### config.mk
export PLATFORM = sky130hd
export DESIGN_NAME = product_collector
export DESIGN_NICKNAME = d
export VERILOG_FILES = /design/src/rtl/product_collector_pkg.sv /design/src/rtl/sync_fifo2.sv /design/src/rtl/product_collector.sv
export SDC_FILE = /design/constraint.sdc
export NUM_CORES = 1
export LEC_CHECK = 0
export CORE_ASPECT_RATIO = 1.4
export CORE_MARGIN = 2
export CORE_UTILIZATION = 45
export CTS_CLUSTER_DIAMETER = 150
export DETAILED_ROUTE_END_ITERATION = 10
export HOLD_SLACK_MARGIN = 0.1
export PLACE_DENSITY = 0.71
export SYNTH_ARGS = -nofsm -noshare
export SYNTH_HDL_FRONTEND = slang
export SYNTH_HIERARCHICAL = 1
export SYNTH_SLANG_ARGS = --single-unit
### constraint.sdc
create_clock -name clk -period 3.1 [get_ports clk]
set_input_delay 0.62 -clock clk [delete_from_list [all_inputs] [get_ports clk]]
set_output_delay 0.62 -clock clk [all_outputs]
set_load 0.005 [all_outputs]
### src/rtl/product_collector_pkg.sv
// Shared constants and types for product_collector.
// The multiplier frame is 10 cycles long; its product becomes final at phase 9.
package product_collector_pkg;

    localparam int FRAME_LEN     = 10;
    localparam int CAPTURE_PHASE = 9;
    localparam int PRODUCT_W     = 16;

    typedef logic [3:0] phase_t;

    // Free-running frame advance: 0..9, then back to 0.
    function automatic phase_t next_phase(input phase_t p);
        return (p == phase_t'(CAPTURE_PHASE)) ? phase_t'(0) : p + phase_t'(1);
    endfunction

endpackage

### src/rtl/sync_fifo2.sv
// Two-entry first-in first-out buffer with a registered head.
// A push while full is accepted only when a pop happens in the same cycle.
// Reset is asynchronous and active-low.
module sync_fifo2 #(
    parameter int W = 18
) (
    input  logic         clk,
    input  logic         rst,
    input  logic         push,
    input  logic [W-1:0] data_in,
    input  logic         pop,
    output logic         full,
    output logic         empty,
    output logic [W-1:0] head
);

    logic [W-1:0] head_q;
    logic [W-1:0] tail_q;
    logic [1:0]   count_q;
    logic         do_push;
    logic         do_pop;

    assign full    = (count_q == 2'd2);
    assign empty   = (count_q == 2'd0);
    assign head    = head_q;
    assign do_pop  = pop && !empty;
    assign do_push = push && (!full || do_pop);

    // Storage and occupancy update; the head register always holds the oldest entry.
    always_ff @(posedge clk or negedge rst) begin
        if (!rst) begin
            head_q  <= '0;
            tail_q  <= '0;
            count_q <= 2'd0;
        end else begin
            case ({do_push, do_pop})
                2'b11: begin
                    if (count_q == 2'd1) begin
                        head_q <= data_in;
                    end else begin
                        head_q <= tail_q;
                        tail_q <= data_in;
                    end
                end
                2'b01: begin
                    head_q  <= tail_q;
                    count_q <= count_q - 2'd1;
                end
                2'b10: begin
                    if (count_q == 2'd0) begin
                        head_q <= data_in;
                    end else begin
                        tail_q <= data_in;
                    end
                    count_q <= count_q + 2'd1;
                end
                default: ;
            endcase
        end
    end

endmodule

### src/rtl/product_collector.sv
// product_collector: follows the multiplier's 10-cycle frame, captures the
// product at phase 9, sums ACC_LEN products per result and queues results in
// a 2-entry FIFO offered on sum_valid/sum_ready.
// Optional feature macro: PRODUCT_COLLECTOR_SAT_EN (saturating addition + sticky sat).
//
// Output handshake: a result is transferred in every cycle where sum_valid and
// sum_ready are both high; while sum_valid is high and sum_ready is low,
// sum_valid and sum_data hold their values.
module product_collector
    import product_collector_pkg::*;
#(
    parameter int ACC_LEN = 4,
    parameter int ACC_W   = 18
) (
    input  logic                 clk,
    input  logic                 rst,
    input  logic                 frame_sync,
    input  logic [PRODUCT_W-1:0] product,
    input  logic                 clear,
    output logic                 sum_valid,
    output logic [ACC_W-1:0]     sum_data,
    input  logic                 sum_ready,
    output logic                 overflow,
    output logic                 sat
);

    localparam int CNT_W = $clog2(ACC_LEN + 1);

    if (ACC_W < PRODUCT_W) begin : g_acc_w_check
        $error("product_collector: ACC_W must be at least 16");
    end
    if (ACC_LEN < 1 || ACC_LEN > 256) begin : g_acc_len_check
        $error("product_collector: ACC_LEN must be in 1..256");
    end

    phase_t           phase_q;
    logic [CNT_W-1:0] cnt_q;
    logic [ACC_W-1:0] acc_q;
    logic [ACC_W:0]   sum_wide;
    logic [ACC_W-1:0] sum_next;
    logic             capture;
    logic             last;
    logic             push;
    logic             pop;
    logic             fifo_full;
    logic             fifo_empty;
    logic             drop;
    logic             overflow_q;

    // A capture only happens on a frame that reached phase 9; a mid-frame
    // frame_sync restarts the count so the abandoned frame never gets there.
    assign capture  = (phase_q == phase_t'(CAPTURE_PHASE)) && !clear;
    assign last     = (cnt_q == CNT_W'(ACC_LEN - 1));
    assign push     = capture && last;
    assign pop      = sum_valid && sum_ready;
    assign drop     = push && fifo_full && !pop;
    assign sum_wide = {1'b0, acc_q} + (ACC_W + 1)'(product);

`ifdef PRODUCT_COLLECTOR_SAT_EN
    logic sat_q;
    assign sum_next = sum_wide[ACC_W] ? {ACC_W{1'b1}} : sum_wide[ACC_W-1:0];
    assign sat      = sat_q;

    // Sticky saturation flag: any captured add that exceeded the sum range.
    always_ff @(posedge clk or negedge rst) begin
        if (!rst) begin
            sat_q <= 1'b0;
        end else if (capture && sum_wide[ACC_W]) begin
            sat_q <= 1'b1;
        end
    end
`else
    logic unused_carry;
    assign unused_carry = sum_wide[ACC_W];
    assign sum_next     = sum_wide[ACC_W-1:0];
    assign sat          = 1'b0;
`endif

    // Frame phase: the frame_sync cycle counts as phase 0, so the register
    // moves straight on to phase 1 after it.
    always_ff @(posedge clk or negedge rst) begin
        if (!rst) begin
            phase_q <= '0;
        end else if (frame_sync) begin
            phase_q <= phase_t'(1);
        end else begin
            phase_q <= next_phase(phase_q);
        end
    end

    // Partial dot-product: accumulate captures, restart after the last one or on clear.
    always_ff @(posedge clk or negedge rst) begin
        if (!rst) begin
            acc_q <= '0;
            cnt_q <= '0;
        end else if (clear) begin
            acc_q <= '0;
            cnt_q <= '0;
        end else if (capture) begin
            if (last) begin
                acc_q <= '0;
                cnt_q <= '0;
            end else begin
                acc_q <= sum_next;
                cnt_q <= cnt_q + 1'b1;
            end
        end
    end

    // Sticky overflow: a completed sum found the FIFO full with no pop to make room.
    always_ff @(posedge clk or negedge rst) begin
        if (!rst) begin
            overflow_q <= 1'b0;
        end else if (drop) begin
            overflow_q <= 1'b1;
        end
    end

    assign overflow = overflow_q;

    sync_fifo2 #(.W(ACC_W)) u_fifo (
        .clk     (clk),
        .rst     (rst),
        .push    (push),
        .data_in (sum_next),
        .pop     (pop),
        .full    (fifo_full),
        .empty   (fifo_empty),
        .head    (sum_data)
    );

    assign sum_valid = !fifo_empty;

endmodule

After elaboration in Yosys (flattened, before gate mapping):

Index checks and enable logic that the tools add are counted.

* flip-flop bits (word level): 64
* word-level logic and storage cells: 56

* muxes and demuxes: 15
* equal/unequal tests: 10
* reduce and logical (&&, ||, !) cells: 19
* add/sub/neg operators: 5

Operators with widths (count)
* $mux 18: 7
* $pmux 18 s3: 1
* $pmux 18 s2: 1
* $add 18x16->18: 1
* $mux 3: 3
* $mux 4: 2
* $logic_and 1x1->1: 7
* $eq 2x2->1 const B: 3
* $reduce_bool 2->1: 3
* $add 4x1->4 const B: 1
* $eq 2x1->1 const B: 2
* $eq 4x4->1 const B: 1
* $logic_not 1->1: 4
* $ne 2x2->1 const B: 2
* $pmux 2 s2: 1
* $add 3x1->3 const B: 1
* $eq 3x2->1 const B: 1
* $reduce_and 3->1: 1
* $reduce_bool 3->1: 1
* $add 2x1->2 const B: 1
* $logic_not 2->1: 1
* $ne 2x1->1 const B: 1
* $reduce_and 2->1: 1
* $sub 2x1->2 const B: 1
* $logic_or 1x1->1: 1

Longest topological paths before layout:

* depth after elaboration: 9
* gate-level depth with buffers: 11
* gate-level depth less buffers: 11

Hierarchy:

The synthesis kept the hierarchy.

Modules (own cells, without submodules)
* sync_fifo2: times used 1, cells an instance 201, area each 2347.3 µm²
* product_collector: times used 1, cells an instance 203, area each 1935.6 µm²

Worst setup path after synthesis:

No wires, ideal clock.

* path type: input to register
* from: in product[0]
* to: reg u_fifo.head_q[12] (netlist: u_fifo/head[12])
* cell stages on the path: 10
* setup time: 0.065 ns
* slack: 0.199 ns
* arrival: 2.837 ns
* buffers on the path: 0
* cell sequence: ha_1 -> fa_1 -> a211oi_2 -> nor4b_2 -> a2111oi_4 -> o21ai_0 -> xor2_1 -> mux2i_1 -> a211oi_1 -> o22a_1

* word-level cells in the longest chain between the ends: 3
* elaborated cells on any way between the ends: 4
* classes of those cells: 1 x add/sub; 3 x mux

RTL lines
* start, declared: RTL line product_collector.sv:18 `input logic [PRODUCT_W-1:0] product,`
* $add 18x16->18 (*): RTL line product_collector.sv:57 `assign sum_wide = {1'b0, acc_q} + (ACC_W + 1)'(product);`
* net sum_wide[12]: RTL line product_collector.sv:39 `logic [ACC_W:0] sum_wide;`
* $mux 18, on equally long branches: RTL line sync_fifo2.sv:50, sync_fifo2.sv:38
* $pmux 18 s3 (*): RTL line sync_fifo2.sv:36 `case ({do_push, do_pop})`
* end signal, assigned: RTL line sync_fifo2.sv:39 `head_q <= data_in;`
* end signal, assigned: RTL line sync_fifo2.sv:41 `head_q <= tail_q;`
* end signal, assigned: RTL line sync_fifo2.sv:51 `head_q <= data_in;`
* end, declared: RTL line sync_fifo2.sv:17 `logic [W-1:0] head_q;`

Mark *: on every way through the listed nets, which the timed path passes. The rest lies on a longest branch. The select of a mux whose other input is x is not followed.
A chain may end at the register's enable or synchronous reset.

Worst setup path in the final report:

* from: in product[5]
* to: reg u_fifo.head_q[13] (netlist: u_fifo/head[13])

The elaborated chain is that of the path after synthesis.

==> impl_metrics.yaml <==
synth:
  synth_seq_cells: 64
  synth_cell_types: 62
  yosysWarnings: 6
  synthCells: 404
  synth_xor_area_share_pct: 3.27
  synth_top_family_by_area: "compound AO/OA/AOI/OAI gates"
  syn-cell-area_sq_um: 4280
  muxShareOfSynthArea_pct: 10.8
  synth_nets: 448
  seq_area_frac_synth_pct: 37.4
  synth-simple-area-share_pct: 13.4
  synth_edf_count: 0
  synth_compound_area_share_pct: 23.5
  synth_fa_ha_area_share_pct: 6.89
  ys.flop_type: "dfrtp_1"
  syn-mean-instance-area_sq_um: 10.6
  synth_async_sr_flop_share_pct: 100
setup_path:
  crit_start: "product[5]"
  arrival_ns: 3.24
  crit_end: "u_fifo/head[13]"
  critPathMaxFanout: 6
  rrSetupSlack_ns: 0.31
  timing.rr.end: "u_fifo/head[16]"
  end_kind: "flip-flop"
  worstReg2RegStart: "acc_q[0]"
  reg2regPathDepth: 12
  path_class: "in -> reg"
  cp.required_ns: 3.37
  startpoint_type: "primary input"
floorplan:
  core_sq_um: 9350
  die_width_microns: 86.5
  fp.dieH_microns: 119
  die_area_sq_um: 10300
  num_rows: 42
  start_util_pct: 45.8
  num_io_pins: 42
finish:
  area_growth_pct: 26.1
  final_common_cell: "dfrtp_1"
  final_area_sq_um: 5400
  diodes: 0
  final_cell_mix: "64 x dfrtp_1, 47 x buf_4, 38 x clkdlybuf4s50_1"
  nNetsFinal: 520
  drive_above_1_share_pct: 21.3
place:
  io_buffers: 40
  pre_cts_ws_ns: -0.384
  placed_area_sq_um: 4980
  place_congestion: 0.844
  dpl.hpwl_mm: 7.85
timing:
  fin_crit_ns: 2.98
  hold_slack_ns: 0.262
  fmax_ghz: 0.336
  layout_setup_ws_ns: 0.123
  drv_slew: 0
  min_period_over_period_pct: 96.0
  relSlewSlack_pct: 37.6
  clock_skew_ns: 0.00536
  setup_viol: 0
  finalHoldViolCount: 0
  max_slew.worst_pin.slew_ns: 0.935
global_routing:
  grt_pass1_wl_mm: 18.3
  grtUsageTotal_pct: 22.6
  overflow: 0
  antenna_found_initial: 0
  grt_pass1_vias: 3697
  grt_start_max_net_pins: 24
detailed_routing:
  vias: 3516
  wl_per_cell_microns: 18.8
  drc: 0
  vias_per_cell: 5.96
  drtIter0Drc: 108
  antenna_left: 0
  drt_pre_antenna_iters: 4
  routed_wl_mm: 11.1
clocking:
  htreeDepth: 3
  clk_pin_slew_ns: 0.06
  clk_latency_ns: 0.33
  cts_root_buf: "clkbuf_16"
  cts_sinks: 64
  cts_tree: "built"
  clk_path_buf_depth: 2
  numCtsBuffers: 9
status:
  status: "finished, final reports clean"
worst_hold_path:
  worstHoldPathType: "in -> async"
run:
  cap_violations: 0
pwr:
  p_per_area_nw_per_um2: 659
  leakage_nw: 2.44
  vdd_drop_max_v: 0.000369
worst max-delay path, cell delays in order:
cell and delay [ns]:
clkdlybuf4s50_1 0.42, ha_1 0.40, and3_1 0.20, and2_1 0.15
a21bo_2 0.26, a21o_1 0.17, and3b_1 0.19, nor2_1 0.33
mux2i_1 0.16, a211oi_1 0.19, o22a_1 0.15
cell families (layout without fill, tap and decap cells):
kind of cell | Yosys count | after routing
fa+ha+maj | 23 | 23
mux | 40 | 40
flops | 64 | 64
xor+xnor | 16 | 16
buf+inv | 34 | 110
other cells | 1 | 1
compound gates | 128 | 128
simple gates | 98 | 98
per-stage QoR:
step                power, mW  util, %  setup TNS (ns)  cells
finish                   3.56     57.7               0    590
global route             3.76     57.7        -0.00687    590
CTS                      3.58     56.6               0    586
detailed placement       2.46     53.2           -2.99    571
global placement         2.43     53.2           -2.71    571
floorplan                1.93        -               0    404
synthesized netlist by cell type, drive strengths merged (6+ instances only):
cell type / n / area (sq um)
nand2: 16 / 60.1
nor3: 6 / 30.0
o21ai: 12 / 60.1
xnor2: 12 / 105
buf: 19 / 141
mux2i: 22 / 224
nor2b: 21 / 131
nand2b: 18 / 113
a22o: 14 / 123
clkbuf: 7 / 26.3
o22a: 18 / 158
a32oi: 18 / 158
a21o: 9 / 68.8
ha: 22 / 275
inv: 8 / 30.0
nor2: 12 / 45.0
mux2: 18 / 240
and2: 6 / 37.5
a211oi: 21 / 163
dfrtp: 64 / 1600
a21oi: 17 / 88.8
registers in the layout, summed over array words and instances, names as in the netlist:
signal	flops
phase_q	4
u_fifo/count_q	2
acc_q	18
cnt_q	3
u_fifo/tail_q	18
u_fifo/head	18
overflow	1
worst min path at each step:
stage                     startpoint         to  depth (start not counted)
after floorplan                  rst   acc_q[0]                          0
after global placement      overflow   overflow                          1
after detailed placement    overflow   overflow                          1
after CTS                        rst  acc_q[11]                          1
after global routing             rst  acc_q[11]                          1
final                            rst  acc_q[11]                          1
cell type report:
type                            instances  area (sq um)
Multi-Input combinational cell        306          2560
Timing Repair Buffer                   87           751
Inverter                                8          30.0
Clock buffer                           12           256
Sequential cell                        64          1600
Clock inverter                          3          65.1
Tap cell                              110           138
Fill cell                             798          3950
metal layers:
layer,global-route usage [%],up-vias,share of wire [%]
li1,-,1669,-
met1,27.0,1732,40
met2,38.6,88,53
met3,4.30,27,3.7
met4,10.5,0,4.0
met5,0,-,0
repair_timing:
item | 4_1_cts | 5_1_grt
endpoints found under the setup margin | 2 | 4
hold buffers | 0 | 0
gates resized for setup | 0 | 15
gates cloned | 0 | 0
setup buffers | 0 | 4
endpoints found under the hold margin | 0 | 0
pin swaps | 2 | 10
power by group:
part	switching (mW)	total, mW	internal (mW)
Combinational	0.648	1.37	0.721
Sequential	0.0980	1.08	0.984
Clock	0.363	1.10	0.742
Total	1.11	3.56	2.45
No activity file was read; power rests on OpenSTA's default activity.
